## config.mk

```make
export PLATFORM = sky130hd
export DESIGN_NAME = led_afterglow_flat
export DESIGN_NICKNAME = d
export VERILOG_FILES = /design/src/rtl/led_pkg.sv /design/src/rtl/led_afterglow_if.sv /design/src/rtl/led_glow_channel.sv /design/src/rtl/led_afterglow.sv /design/src/flat_wrapper.sv
export SDC_FILE = /design/constraint.sdc
export NUM_CORES = 1
export LEC_CHECK = 0
export ABC_AREA = 1
export ABC_CLOCK_PERIOD_IN_PS = 1600
export CORE_ASPECT_RATIO = 1.5
export CORE_UTILIZATION = 58
export DETAILED_ROUTE_END_ITERATION = 12
export DONT_BUFFER_PORTS = 1
export PLACE_DENSITY = 0.8
export SYNTH_ARGS = -nofsm -noshare
export SYNTH_HDL_FRONTEND = slang
export SYNTH_SLANG_ARGS = --single-unit
```

## constraint.sdc

```tcl
create_clock -name clk -period 1.6 [get_ports clk]
set_input_delay 0.32 -clock clk [delete_from_list [all_inputs] [get_ports clk]]
set_output_delay 0.32 -clock clk [all_outputs]
set_load 0.005 [all_outputs]
```

## src/rtl/led_pkg.sv

```systemverilog
// Shared LED definitions used by the pattern generators and the output stage.
package led_pkg;
  localparam int NUM_LEDS       = 10;
  localparam int LEVEL_BITS_DEF = 4;

  typedef logic [NUM_LEDS-1:0] led_vec_t;
endpackage

```

## src/rtl/led_afterglow_if.sv

```systemverilog
// Generator-to-output-stage bundle: pattern word and controls in, LED drive and idle out.
interface led_afterglow_if;
  import led_pkg::*;

  logic     en;
  logic     bypass;
  led_vec_t pattern_in;
  led_vec_t led_out;
  logic     idle;

  modport master (output en, bypass, pattern_in, input  led_out, idle);
  modport slave  (input  en, bypass, pattern_in, output led_out, idle);
endinterface

```

## src/rtl/led_glow_channel.sv

```systemverilog
// One LED: brightness level with reload/decay, plus PWM rendering or bypass.
module led_glow_channel #(
  parameter int LEVEL_BITS = led_pkg::LEVEL_BITS_DEF
) (
  input  logic                  clk,
  input  logic                  rst,
  input  logic                  pattern_bit,
  input  logic                  decay_tick,
  input  logic [LEVEL_BITS-1:0] pwm,
  input  logic                  bypass,
  output logic                  led,
  output logic                  level_zero
);
  localparam logic [LEVEL_BITS-1:0] MAX = '1;

  logic [LEVEL_BITS-1:0] level;

  always_ff @(posedge clk) begin
    if (rst) begin
      level <= '0;
      led   <= 1'b0;
    end else begin
      // reload beats a coincident decay tick; decay saturates at zero
      if (pattern_bit)
        level <= MAX;
      else if (decay_tick && level != '0)
        level <= level - LEVEL_BITS'(1);
      // MAX is forced fully on, otherwise duty = level / 2^LEVEL_BITS
      led <= bypass ? pattern_bit : ((level == MAX) || (level > pwm));
    end
  end

  assign level_zero = (level == '0);
endmodule

```

## src/rtl/led_afterglow.sv

```systemverilog
// LED output stage with per-LED afterglow: shared decay divider and PWM counter feed 10 channels.
module led_afterglow
  import led_pkg::*;
#(
  parameter int LEVEL_BITS     = LEVEL_BITS_DEF,
  parameter int DECAY_DIV_BITS = 20
) (
  input  logic           clk,
  input  logic           rst,
  led_afterglow_if.slave bus
);
  logic [DECAY_DIV_BITS-1:0] div;
  logic [LEVEL_BITS-1:0]     pwm;
  logic                      decay_tick;
  led_vec_t                  led_d;
  led_vec_t                  level_zero;

  assign decay_tick = bus.en & (&div);

  // pwm free-runs independent of en so frozen levels stay visible
  always_ff @(posedge clk) begin
    if (rst) begin
      div      <= '0;
      pwm      <= '0;
      bus.idle <= 1'b1;
    end else begin
      if (bus.en) div <= div + DECAY_DIV_BITS'(1);
      pwm      <= pwm + LEVEL_BITS'(1);
      bus.idle <= &level_zero;
    end
  end

  for (genvar i = 0; i < NUM_LEDS; i++) begin : g_ch
    led_glow_channel #(.LEVEL_BITS(LEVEL_BITS)) u_ch (
      .clk         (clk),
      .rst         (rst),
      .pattern_bit (bus.pattern_in[i]),
      .decay_tick  (decay_tick),
      .pwm         (pwm),
      .bypass      (bus.bypass),
      .led         (led_d[i]),
      .level_zero  (level_zero[i])
    );
  end

  assign bus.led_out = led_d;
endmodule
```

## src/flat_wrapper.sv

```systemverilog
// flat-port wrapper written by rule: the top's interface ports become plain ports
module led_afterglow_flat import led_pkg::*;
#(
  parameter int LEVEL_BITS     = LEVEL_BITS_DEF,
  parameter int DECAY_DIV_BITS = 20
)
  (clk, rst, bus_en, bus_bypass, bus_pattern_in, bus_led_out, bus_idle);
  led_afterglow_if bus_i ();
  input  logic clk;
  input  logic rst;
  input wire logic [$bits(bus_i.en)-1:0] bus_en;
  input wire logic [$bits(bus_i.bypass)-1:0] bus_bypass;
  input wire logic [$bits(bus_i.pattern_in)-1:0] bus_pattern_in;
  output wire logic [$bits(bus_i.led_out)-1:0] bus_led_out;
  output wire logic [$bits(bus_i.idle)-1:0] bus_idle;
  assign bus_i.en = bus_en;
  assign bus_i.bypass = bus_bypass;
  assign bus_i.pattern_in = bus_pattern_in;
  assign bus_led_out = bus_i.led_out;
  assign bus_idle = bus_i.idle;
  led_afterglow #(.LEVEL_BITS(LEVEL_BITS), .DECAY_DIV_BITS(DECAY_DIV_BITS)) u_core (.clk(clk), .rst(rst), .bus(bus_i));
endmodule
```

==> impl_metrics.csv <==
group,metric,value,unit
finish,fillers,691,
grt,grt_pass1_wl,19710,um
critical_path,r2r_cells,9,
min_path,worstHoldEndpoint,"u_core.pwm[1]$_SDFF_PP0_",
sta,setup_viol,0,
finish,layout_commonest_cell,"nor2_1",
critical_path,crit_type,"reg -> reg",
placed_design,portBuffers,0,
yosys,synthFlopType,"dfxtp_1",
yosys,ys_seq_area_share,29.28,%
floorplanning,initial_core_util,60.21,%
critical_path,path_max_fanout,5,
yosys,ys_types,32,
power,power,5.260,mW
clocking,cts_tree,"built",
floorplanning,io_pins,25,
grt,grt-ovfl-total,0,
grt,grt_max_degree,31,
floorplanning,die_h,117.2,um
sta,fin_crit,1570,ps
critical_path,cp-end-kind,"register",
clocking,cts_sinks,75,
clocking,cts_root_buf,"clkbuf_16",
route,drtIter0Drc,270,
sta,setup_tns,0,ps
clocking,htree_levels,3,
clocking,hold_buffers,0,
yosys,synth_seq_cells,75,
clocking,clockBufferDepth,2,
min_path,hold_path_class,"in -> reg",
finish,final_nets,776,
clocking,insertion_delay,350,ps
yosys,synth.avg_cell_area,7.388,um2
sta,skew,6.220,ps
sta,fmax,636.9,MHz
critical_path,arrival,1800,ps
critical_path,crit_required,1830,ps
sta,drv_slew,0,
power,power_density,911.7,mW/mm2
yosys,ys_warn_count,0,
critical_path,regToRegStartpoint,"u_core.div[0]$_SDFFE_PP0P_",
run,drv_cap,0,
route,firstDrtPassIters,5,
floorplanning,rows,41,
sta,rsz0062_at_grt,"true",
finish,syn_to_final_growth,12.52,%
placed_design,place.detailed.hpwl,8334,um
floorplanning,die_width,78.77,um
route,post-route-drc-count,0,
yosys,syn-instance-count,694,
route,ant_nets,0,
route,wl,12090,um
critical_path,r2r-end,"u_core.g_ch[0].u_ch.level[2]$_SDFFE_PP0P_",
clocking,path_clk_slew,60,ps
sta,hold_viol_final,0,
grt,grt_pass1_vias,4653,
yosys,synth_edf_count,0,
route,wire_per_inst,14.89,um
critical_path,start_kind,"register",
placed_design,dp_worst_setup_slack,-22.73,ps
sta,slew_headroom,77.38,%
finish,final_cell_mix,"nor2_1, inv_1, nand2_1",
outcome,status,"completed",
finish,drive_gt1_share,13.48,%
placed_design,gp_congestion,0.8148,
sta,tightest_slew,337.3,ps
clocking,cts_buffers,9,
power,ir_drop,0.0007012,V
grt,antenna_found_initial,0,
yosys,async_flop_share,0,%
sta,finalCritPeriodShare,98.13,%
sta,setup_ws,29.87,ps
yosys,syn_area,0.005127,mm2
route,via_per_inst,5.746,
floorplanning,design.core.area,0.008516,mm2
finish,antenna_cells,0,
min_path,hp-start,"rst",
min_path,min_path_cells,1,
floorplanning,dieArea,0.009228,mm2
critical_path,reg2reg_slack,30,ps
power,cellLeakagePower,2.620,nW
yosys,synth_fp_nets,770,
route,vias,4666,
grt,grt_usage,27.59,%
==> flip-flops by register name, indices dropped and copies added, names as in the netlist <==
signal	cells
u_core.pwm	4
u_core.bus.idle	1
u_core.g_ch.u_ch.led	10
u_core.g_ch.u_ch.level	40
u_core.div	20
==> final cells by class <==
cell class	count	area [um2]	share of cell area, %
Clock buffer	9	225.2	3.904
Tap cell	107	133.9	2.321
Inverter	98	381.6	6.615
Sequential cell	75	1521	26.37
Timing Repair inverter	1	7.507	0.1301
Timing Repair Buffer	18	227.7	3.947
Clock inverter	7	116.4	2.017
Multi-Input combinational cell	497	3156	54.70
==> worst max-delay path, stage by stage (launching register included) <==
cell and delay [ps]:
dfxtp_4 370, ha_4 140, nand2_1 50, inv_1 70, nand2_2 90, nor2_8 170
clkbuf_16 190, nand3_4 100, nor3_1 190, nor2_1 80
==> per-stage QoR <==
step	cells	utilization [%]	hold slack, ps	cell area, um2
2_1_floorplan	694	-	443.4	5127
3_3_place_gp	788	61.61	394.7	5246
3_5_place_dp	788	61.61	399.6	5246
4_1_cts	807	65.96	32.47	5617
5_1_grt	812	67.75	21.24	5769
6_report	812	67.75	29.94	5769
==> cells in the mapped netlist, types with 9 or more instances <==
| master | number | area, um2 |
|---|---|---|
| nand2_1 | 76 | 285.3 |
| nand3_1 | 65 | 325.3 |
| nor3_1 | 24 | 120.1 |
| nand2_2 | 11 | 68.82 |
| o21ai_0 | 41 | 205.2 |
| ha_1 | 62 | 775.7 |
| nand3_4 | 9 | 157.7 |
| nor2_1 | 97 | 364.1 |
| a31oi_1 | 10 | 62.56 |
| inv_1 | 94 | 352.8 |
| dfxtp_1 | 75 | 1501 |
| a21oi_1 | 34 | 170.2 |
| o21bai_1 | 18 | 135.1 |
| buf_4 | 12 | 90.09 |
| nand4_1 | 16 | 100.1 |
| xor2_1 | 19 | 166.4 |
==> cells by family after synthesis <==
group                    count (synthesis)  share of synthesized area [%]
XOR/XNOR                                21                          3.587
AND/OR/NAND/NOR                        308                          29.84
adder cells (fa/ha/maj)                 62                          15.13
AO/OA/AOI/OAI                          106                          11.57
flip-flops                              75                          29.28
buffers and inverters                  122                          10.59
==> where the power goes <==
part / internal, mW / switching (mW) / leakage [nW] / total (mW)
sequential: 1.98 / 0.111 / 0.627 / 2.09
combinational: 0.331 / 0.481 / 1.83 / 0.812
clock: 1.52 / 0.836 / 0.165 / 2.36
==> repair_timing <==
action	4_1_cts	5_1_grt
cloned	0	2
resized for setup	2	34
pin swaps	0	3
setup endpoints to repair	6	56
buffers inserted	3	3
==> worst max-delay path by stage <==
stage	to	from	cells past startpoint	slack, ps
after floorplan	u_core.g_ch[2].u_ch.level[0]$_SDFFE_PP0P_	u_core.div[0]$_SDFFE_PP0P_	9	60
after global placement	u_core.g_ch[7].u_ch.level[0]$_SDFFE_PP0P_	u_core.div[0]$_SDFFE_PP0P_	9	60
after detailed placement	u_core.g_ch[2].u_ch.led$_SDFF_PP0_	u_core.pwm[1]$_SDFF_PP0_	6	-20
after CTS	u_core.g_ch[7].u_ch.level[0]$_SDFFE_PP0P_	u_core.div[0]$_SDFFE_PP0P_	9	4
after global routing	u_core.g_ch[0].u_ch.level[2]$_SDFFE_PP0P_	u_core.div[0]$_SDFFE_PP0P_	9	-60
final	u_core.g_ch[0].u_ch.level[2]$_SDFFE_PP0P_	u_core.div[0]$_SDFFE_PP0P_	9	30
==> metal layers <==
layer,vias up,global-route usage (%),share of wire [%]
li1,2305,-,-
met1,2186,26.59,38
met2,140,53.10,53
met3,35,6.202,5.0
met4,0,16.05,3.3
met5,-,0,0
(Power assumes the default switching activity.)
